`config.mk`:
```
export PLATFORM = sky130hd
export DESIGN_NAME = regfile_dump_reader_flat
export DESIGN_NICKNAME = d
export VERILOG_FILES = /design/src/rtl/regdump_pkg.sv /design/src/rtl/regfile_dump_reader_if.sv /design/src/rtl/regdump_shadow.sv /design/src/rtl/regfile_dump_reader.sv /design/src/flat_wrapper.sv
export SDC_FILE = /design/constraint.sdc
export NUM_CORES = 1
export LEC_CHECK = 0
export CAP_MARGIN = 10
export CORE_UTILIZATION = 55
export DETAILED_ROUTE_END_ITERATION = 12
export PLACE_DENSITY_LB_ADDON = 0.05
export SETUP_SLACK_MARGIN = 0.05
export SLEW_MARGIN = 20
export SYNTH_ARGS = -nofsm -noshare
export SYNTH_HDL_FRONTEND = slang
export SYNTH_SLANG_ARGS = --single-unit
```
`constraint.sdc`:
```
create_clock -name clk -period 4.6 [get_ports clk]
set_input_delay 0.46 -clock clk [delete_from_list [all_inputs] [get_ports clk]]
set_output_delay 0.46 -clock clk [all_outputs]
set_load 0.01 [all_outputs]
```
`src/rtl/regdump_pkg.sv`:
```
// Shared types and sizing for the register-file dump reader.
package regdump_pkg;
    localparam int unsigned NUM_REGS = 32;
    localparam int unsigned ADDR_W   = 5;
    localparam int unsigned DATA_W   = 32;

    typedef enum logic [1:0] {
        IDLE,
        READ,
        HOLD,
        DONE
    } state_e;
endpackage

```
`src/rtl/regfile_dump_reader_if.sv`:
```
// Output word stream of the dump reader: (addr, data) with valid/ready.
interface regfile_dump_reader_if #(
    parameter int unsigned ADDR_W = regdump_pkg::ADDR_W,
    parameter int unsigned DATA_W = regdump_pkg::DATA_W
) ();
    logic              out_valid;
    logic              out_ready;
    logic [ADDR_W-1:0] out_addr;
    logic [DATA_W-1:0] out_data;

    modport master (output out_valid, output out_addr, output out_data, input out_ready);
    modport slave  (input out_valid, input out_addr, input out_data, output out_ready);
endinterface

```
`src/rtl/regdump_shadow.sv`:
```
// Shadow copy of the register file with per-entry valid bits for changed-only dumps.
module regdump_shadow #(
    parameter int unsigned NUM_REGS = regdump_pkg::NUM_REGS,
    parameter int unsigned ADDR_W   = regdump_pkg::ADDR_W,
    parameter int unsigned DATA_W   = regdump_pkg::DATA_W
) (
    input  logic              clk,
    input  logic              rst,
    input  logic              clr,
    input  logic              we,
    input  logic [ADDR_W-1:0] waddr,
    input  logic [DATA_W-1:0] wdata,
    input  logic [ADDR_W-1:0] raddr,
    output logic [DATA_W-1:0] rdata,
    output logic              rvalid
);
    logic [DATA_W-1:0]   mem [NUM_REGS];
    logic [NUM_REGS-1:0] vld;

    always_ff @(posedge clk) begin
        if (rst || clr) begin
            vld <= '0;
        end else if (we) begin
            vld[waddr] <= 1'b1;
        end
    end

    // Data needs no reset: an entry is only trusted once its valid bit is set.
    always_ff @(posedge clk) begin
        if (we && !rst) begin
            mem[waddr] <= wdata;
        end
    end

    assign rdata  = mem[raddr];
    assign rvalid = vld[raddr];
endmodule

```
`src/rtl/regfile_dump_reader.sv`:
```
// Walks a register range through a spare read port and streams (addr, data) words out.
module regfile_dump_reader #(
    parameter int unsigned NUM_REGS = regdump_pkg::NUM_REGS,
    parameter int unsigned ADDR_W   = regdump_pkg::ADDR_W,
    parameter int unsigned DATA_W   = regdump_pkg::DATA_W
) (
    input  logic                  clk,
    input  logic                  rst,
    input  logic                  start,
    input  logic                  abort,
    input  logic [ADDR_W-1:0]     first_addr,
    input  logic [ADDR_W-1:0]     last_addr,
    input  logic                  changed_only,
    input  logic                  clear_shadow,
    output logic [ADDR_W-1:0]     rd_addr,
    input  logic [DATA_W-1:0]     rd_data,
    regfile_dump_reader_if.master out_if,
    output logic                  busy,
    output logic                  done,
    output logic [ADDR_W:0]       emit_count
);
    import regdump_pkg::*;

    state_e            state, state_nxt;
    logic [ADDR_W-1:0] cur, cur_nxt, last_q, last_nxt;
    logic [ADDR_W:0]   cnt, cnt_nxt, emit_nxt;
    logic              chg_q, chg_nxt;
    logic              cap, sh_we, sh_clr, skip;
    logic [DATA_W-1:0] sh_data;
    logic              sh_valid;
    logic [ADDR_W-1:0] out_addr_q;
    logic [DATA_W-1:0] out_data_q;

    regdump_shadow #(
        .NUM_REGS(NUM_REGS),
        .ADDR_W  (ADDR_W),
        .DATA_W  (DATA_W)
    ) u_shadow (
        .clk   (clk),
        .rst   (rst),
        .clr   (sh_clr),
        .we    (sh_we),
        .waddr (cur),
        .wdata (rd_data),
        .raddr (cur),
        .rdata (sh_data),
        .rvalid(sh_valid)
    );

    assign skip = chg_q && sh_valid && (sh_data == rd_data);

    always_comb begin
        state_nxt = state;
        cur_nxt   = cur;
        cnt_nxt   = cnt;
        last_nxt  = last_q;
        chg_nxt   = chg_q;
        emit_nxt  = emit_count;
        cap       = 1'b0;
        sh_we     = 1'b0;
        sh_clr    = 1'b0;
        case (state)
            IDLE: begin
                sh_clr = clear_shadow;
                if (start) begin
                    cur_nxt  = first_addr;
                    cnt_nxt  = '0;
                    last_nxt = last_addr;
                    chg_nxt  = changed_only;
                    if (first_addr <= last_addr) begin
                        state_nxt = READ;
                    end else begin
                        state_nxt = DONE;
                        emit_nxt  = '0;
                    end
                end
            end
            READ: begin
                sh_we = 1'b1;
                if (!skip) begin
                    cap       = 1'b1;
                    state_nxt = HOLD;
                end else if (cur == last_q) begin
                    state_nxt = DONE;
                    emit_nxt  = cnt;
                end else begin
                    cur_nxt = cur + 1'b1;
                end
            end
            HOLD: begin
                if (out_if.out_ready) begin
                    cnt_nxt = cnt + 1'b1;
                    if (cur == last_q) begin
                        state_nxt = DONE;
                        emit_nxt  = cnt + 1'b1;
                    end else begin
                        cur_nxt   = cur + 1'b1;
                        state_nxt = READ;
                    end
                end
            end
            DONE:    state_nxt = IDLE;
            default: state_nxt = IDLE;
        endcase
        // Abort overrides everything above, including a same-cycle handshake.
        if (abort && state != IDLE) begin
            state_nxt = IDLE;
            cur_nxt   = cur;
            cnt_nxt   = cnt;
            emit_nxt  = emit_count;
            cap       = 1'b0;
            sh_we     = 1'b0;
        end
    end

    always_ff @(posedge clk) begin
        if (rst) begin
            state      <= IDLE;
            cur        <= '0;
            cnt        <= '0;
            last_q     <= '0;
            chg_q      <= 1'b0;
            emit_count <= '0;
            out_addr_q <= '0;
            out_data_q <= '0;
        end else begin
            state      <= state_nxt;
            cur        <= cur_nxt;
            cnt        <= cnt_nxt;
            last_q     <= last_nxt;
            chg_q      <= chg_nxt;
            emit_count <= emit_nxt;
            if (cap) begin
                out_addr_q <= cur;
                out_data_q <= rd_data;
            end
        end
    end

    assign rd_addr          = cur;
    assign out_if.out_valid = (state == HOLD);
    assign out_if.out_addr  = out_addr_q;
    assign out_if.out_data  = out_data_q;
    assign busy             = (state == READ) || (state == HOLD);
    assign done             = (state == DONE);
endmodule

```
`src/flat_wrapper.sv`:
```
// flat-port wrapper written by rule: the top's interface ports become plain ports
module regfile_dump_reader_flat import regdump_pkg::*;
#(
    parameter int unsigned NUM_REGS = regdump_pkg::NUM_REGS,
    parameter int unsigned ADDR_W   = regdump_pkg::ADDR_W,
    parameter int unsigned DATA_W   = regdump_pkg::DATA_W
)
  (clk, rst, start, abort, first_addr, last_addr, changed_only, clear_shadow, rd_addr, rd_data, busy, done, emit_count, out_if_out_valid, out_if_out_addr, out_if_out_data, out_if_out_ready);
  regfile_dump_reader_if #(.ADDR_W(ADDR_W), .DATA_W(DATA_W)) out_if_i ();
  input  logic clk;
  input  logic rst;
  input  logic start;
  input  logic abort;
  input  logic [ADDR_W-1:0] first_addr;
  input  logic [ADDR_W-1:0] last_addr;
  input  logic changed_only;
  input  logic clear_shadow;
  output logic [ADDR_W-1:0] rd_addr;
  input  logic [DATA_W-1:0] rd_data;
  output logic busy;
  output logic done;
  output logic [ADDR_W:0] emit_count;
  output wire logic [$bits(out_if_i.out_valid)-1:0] out_if_out_valid;
  output wire logic [$bits(out_if_i.out_addr)-1:0] out_if_out_addr;
  output wire logic [$bits(out_if_i.out_data)-1:0] out_if_out_data;
  input wire logic [$bits(out_if_i.out_ready)-1:0] out_if_out_ready;
  assign out_if_out_valid = out_if_i.out_valid;
  assign out_if_out_addr = out_if_i.out_addr;
  assign out_if_out_data = out_if_i.out_data;
  assign out_if_i.out_ready = out_if_out_ready;
  regfile_dump_reader #(.NUM_REGS(NUM_REGS), .ADDR_W(ADDR_W), .DATA_W(DATA_W)) u_core (.clk(clk), .rst(rst), .start(start), .abort(abort), .first_addr(first_addr), .last_addr(last_addr), .changed_only(changed_only), .clear_shadow(clear_shadow), .rd_addr(rd_addr), .rd_data(rd_data), .out_if(out_if_i), .busy(busy), .done(done), .emit_count(emit_count));
endmodule
```
==> results.md <==
* Outcome: complete, no violations
* Tmin final at 4.460 ns
* Total CTS buffers at ~110
* Main synth FF type: edfxtp_1
* Leak Pwr at roughly 17 nW
* Met3 WL at about 9 mm
* Post-synth EDFFs at about 1000
* RSZ-0062 raised after global routing: false
* Post-layout util at 65.03%
* Die span in y at about 290 um
* Area Growth Syn to Fin at 16.25%
* PwrDens at 556.6 mW/mm^2
* CTS tree: built
* DR WL/cell at around 32 um
* Setup crit end kind: register
* Max cap viols at 0
* CP Class: reg -> reg
* Synthesized flop and latch total at about 1100
* Worst-path cell chain: buf_4 > mux4_2 > mux2_2 > o22ai_1 > nor4_1 > nor4_1 > nand4_1 > nor4_2 > buf_4 > nand4_2 > and2_1 > o32ai_1
* Die Span X at 286.4 um
* Highest metal used: met4
* DR WL met2 at 59.07 mm
* Largest net degree at the start of global routing at 63
* Fin. Hold Viols at 0
* Worst path slowest cell: nor4_1
* Ant. Diodes at 0
* Worst-Skew Late Latency at 0.68 ns
* Area leader, netlist: edfxtp_1
* Final Routed Wirelength at around 120 mm
* Rel. slew slack at approximately 15%
* Count leader, synth: edfxtp_1
* Worst-path fanout max at 12
* Startpoint class of the critical path: register
* CP max stage delay at 0.62 ns
* Place WS at -0.2322 ns
* Post-route DRC at 0
* Slew Viols, Final at 0
* Placed wire-length estimate at between 70 and 80 mm
* I/O pin cnt at 100
* Drt via density at 6.479
* Register area share after synthesis at between 70% and 80%
* Placement Rows at 103
* Total gr overflow at 0
* Arrival @ worst endpoint at around 5.0 ns
* Share of cells above drive strength 1 at approximately 22%
* Gr usage total at between 20% and 30%
* Drt pass-1 iters at 5
* Post-route ant nets at 0
* First-pass GRT wire length at 173.3 mm
* Top cell type's share of synthesized area at around 69%
* CTS H-Tree Depth at 3
* Clk sinks at between 1000 and 1500
* DRT iter0 DRCs at 3000
* Vias at approximately 25000
* Port Buffers at slightly below 100
* Worst Tran Pin Value at around 1.3 ns
* Mean area per synthesized cell at roughly 19 um^2
* GP Congestion at between 0.8 and 0.9
* Synth top cells by count: edfxtp_1 (1024), mux2i_1 (235), mux4_2 (185), nor2_1 (133), dfxtp_1 (99)
* Cell count after synthesis at ~2400
* Initial antenna violation count at 0
* Tcrit/Tclk final at a little over nine tenths
* Cell Area, Synth at roughly 0.044 mm^2
* Yosys warns at 0
* Final net count at between 2000 and 3000
* Root Buffer: clkbuf_16
* Initial Util at between 50% and 60%
* Fmax at 224.2 MHz
* DRT met1 WL at between 50 and 60 mm
* Die area at roughly 0.08 mm^2
* Maximum VDD drop at 422.0 uV
* Synth unique cells at 71
* Hold slack at between 0.3 and 0.4 ns
* Syn nets at about 2400
* Cts hold-fix bufs at 0
* Clk slew on worst S/H paths at 0.06 ns
* Setup-failing EPs final at 0
* Final Skew at around 0.022 ns
* Vias in the first global route at between 20000 and 25000
* CTS Buffer Depth at 3
* Worst hold path type: in -> reg
* Post-synth ARST share at 0%
* Worst Path Required at slightly above 5 ns
* Core Footprint at ~0.080 mm^2
* R2R cell count at 12
* Post-layout total power at 28.78 mW
* Worst setup margin at approximately 0.14 ns
* Flop2flop setup slack at about 0.14 ns
* Top cells by area, synth: edfxtp_1 (69%), mux4_2 (9.4%), mux2i_1 (5.3%), dfxtp_1 (4.5%), a22oi_1 (1.3%)
-- repair_timing --
item,in CTS,in global routing
pin swaps,0,0
resized for setup,4,5
endpoints found under the setup margin,2,10
setup buffers,0,2
-- layout by cell type (no fill, tap or decap), drive strengths merged, types with 9 or more instances in the layout --
cell type	count
a21oi	71
clkinv	41
and3	10
buf	200
nor4	18
o21ai	23
xor2	18
a22oi	79
inv	20
clkdlybuf4s50	98
nor2b	14
dfxtp	99
nor2	134
nand2b	9
a32oi	12
a211oi	9
ha	14
mux2i	235
nand4	10
a221oi	17
nand2	97
nand3	22
mux4	190
clkbuf	149
nor3	10
and2	12
edfxtp	1024
-- area by class of cell --
| class | count | area (um^2) |
|---|---|---|
| clock inverter | 53 | 459.2 |
| fill | 5379 | 27810 |
| tap | 1050 | 1314 |
| clock buffer | 149 | 3045 |
| multi-input combinational | 1109 | 11090 |
| inverter | 20 | 75.07 |
| timing repair buffer | 298 | 2980 |
| sequential | 1123 | 32740 |
-- where the power goes --
part,total [mW],internal [mW],switching [mW]
sequential,11.7,11.4,0.285
clock,8.78,5.02,3.76
combinational,8.33,3.54,4.79
-- cell families after synthesis --
kind of cell / share of synthesized area [%]
xor gates and xnor gates: 0.4923
adders and majority gates: 0.3938
AOI/OAI and AO/OA: 4.344
buffers and inverters: 2.183
muxes: 15.13
and+or+nand+nor: 3.865
DFF: 73.59
-- state kept, by name, summed over array words and instances (netlist names), named ones only --
| register | count |
|---|---|
| u_core.chg_q | 1 |
| u_core.cnt | 6 |
| u_core.emit_count | 6 |
| u_core.last_q | 5 |
| u_core.out_if.out_addr | 5 |
| u_core.out_if.out_data | 32 |
| u_core.rd_addr | 5 |
| u_core.state | 2 |
| u_core.u_shadow.mem | 1024 |
| u_core.u_shadow.vld | 32 |
-- metal layers --
metal | vias up | GRT usage [%]
met1 | 13030 | 42.90
met5 | - | 0
met2 | 1177 | 48.46
met3 | 215 | 4.277
li1 | 10220 | -
met4 | 0 | 8.663
-- worst min-delay path by stage --
stage	startpoint	endpoint	slack (ns)	cells after the start
after CTS	changed_only	u_core.chg_q	0.35	3
after floorplan	u_core.u_shadow.vld[10]	u_core.u_shadow.vld[10]	0.43	2
final	changed_only	u_core.chg_q	0.38	3
after global placement	u_core.u_shadow.vld[24]	u_core.u_shadow.vld[24]	0.44	2
after global routing	changed_only	u_core.chg_q	0.39	3
after detailed placement	u_core.u_shadow.vld[22]	u_core.u_shadow.vld[22]	0.46	2
-- stage by stage --
step	cell area [um^2]	cells	TNS (ns)
2_1_floorplan	44480	2383	0
3_3_place_gp	48120	3598	-0.2654
3_5_place_dp	48120	3598	-0.2747
4_1_cts	51640	3800	0
5_1_grt	51710	3802	0
6_report	51710	3802	0
-- worst max-delay path, delay by kind of cell (launching register included) --
family / cells / cell delay (ns)
simple gates: 6 / 1.77
flops: 1 / 0.51
buf+inv: 2 / 0.45
mux: 2 / 0.80
compound gates: 2 / 0.75
Power figures use the tool's default switching activity.
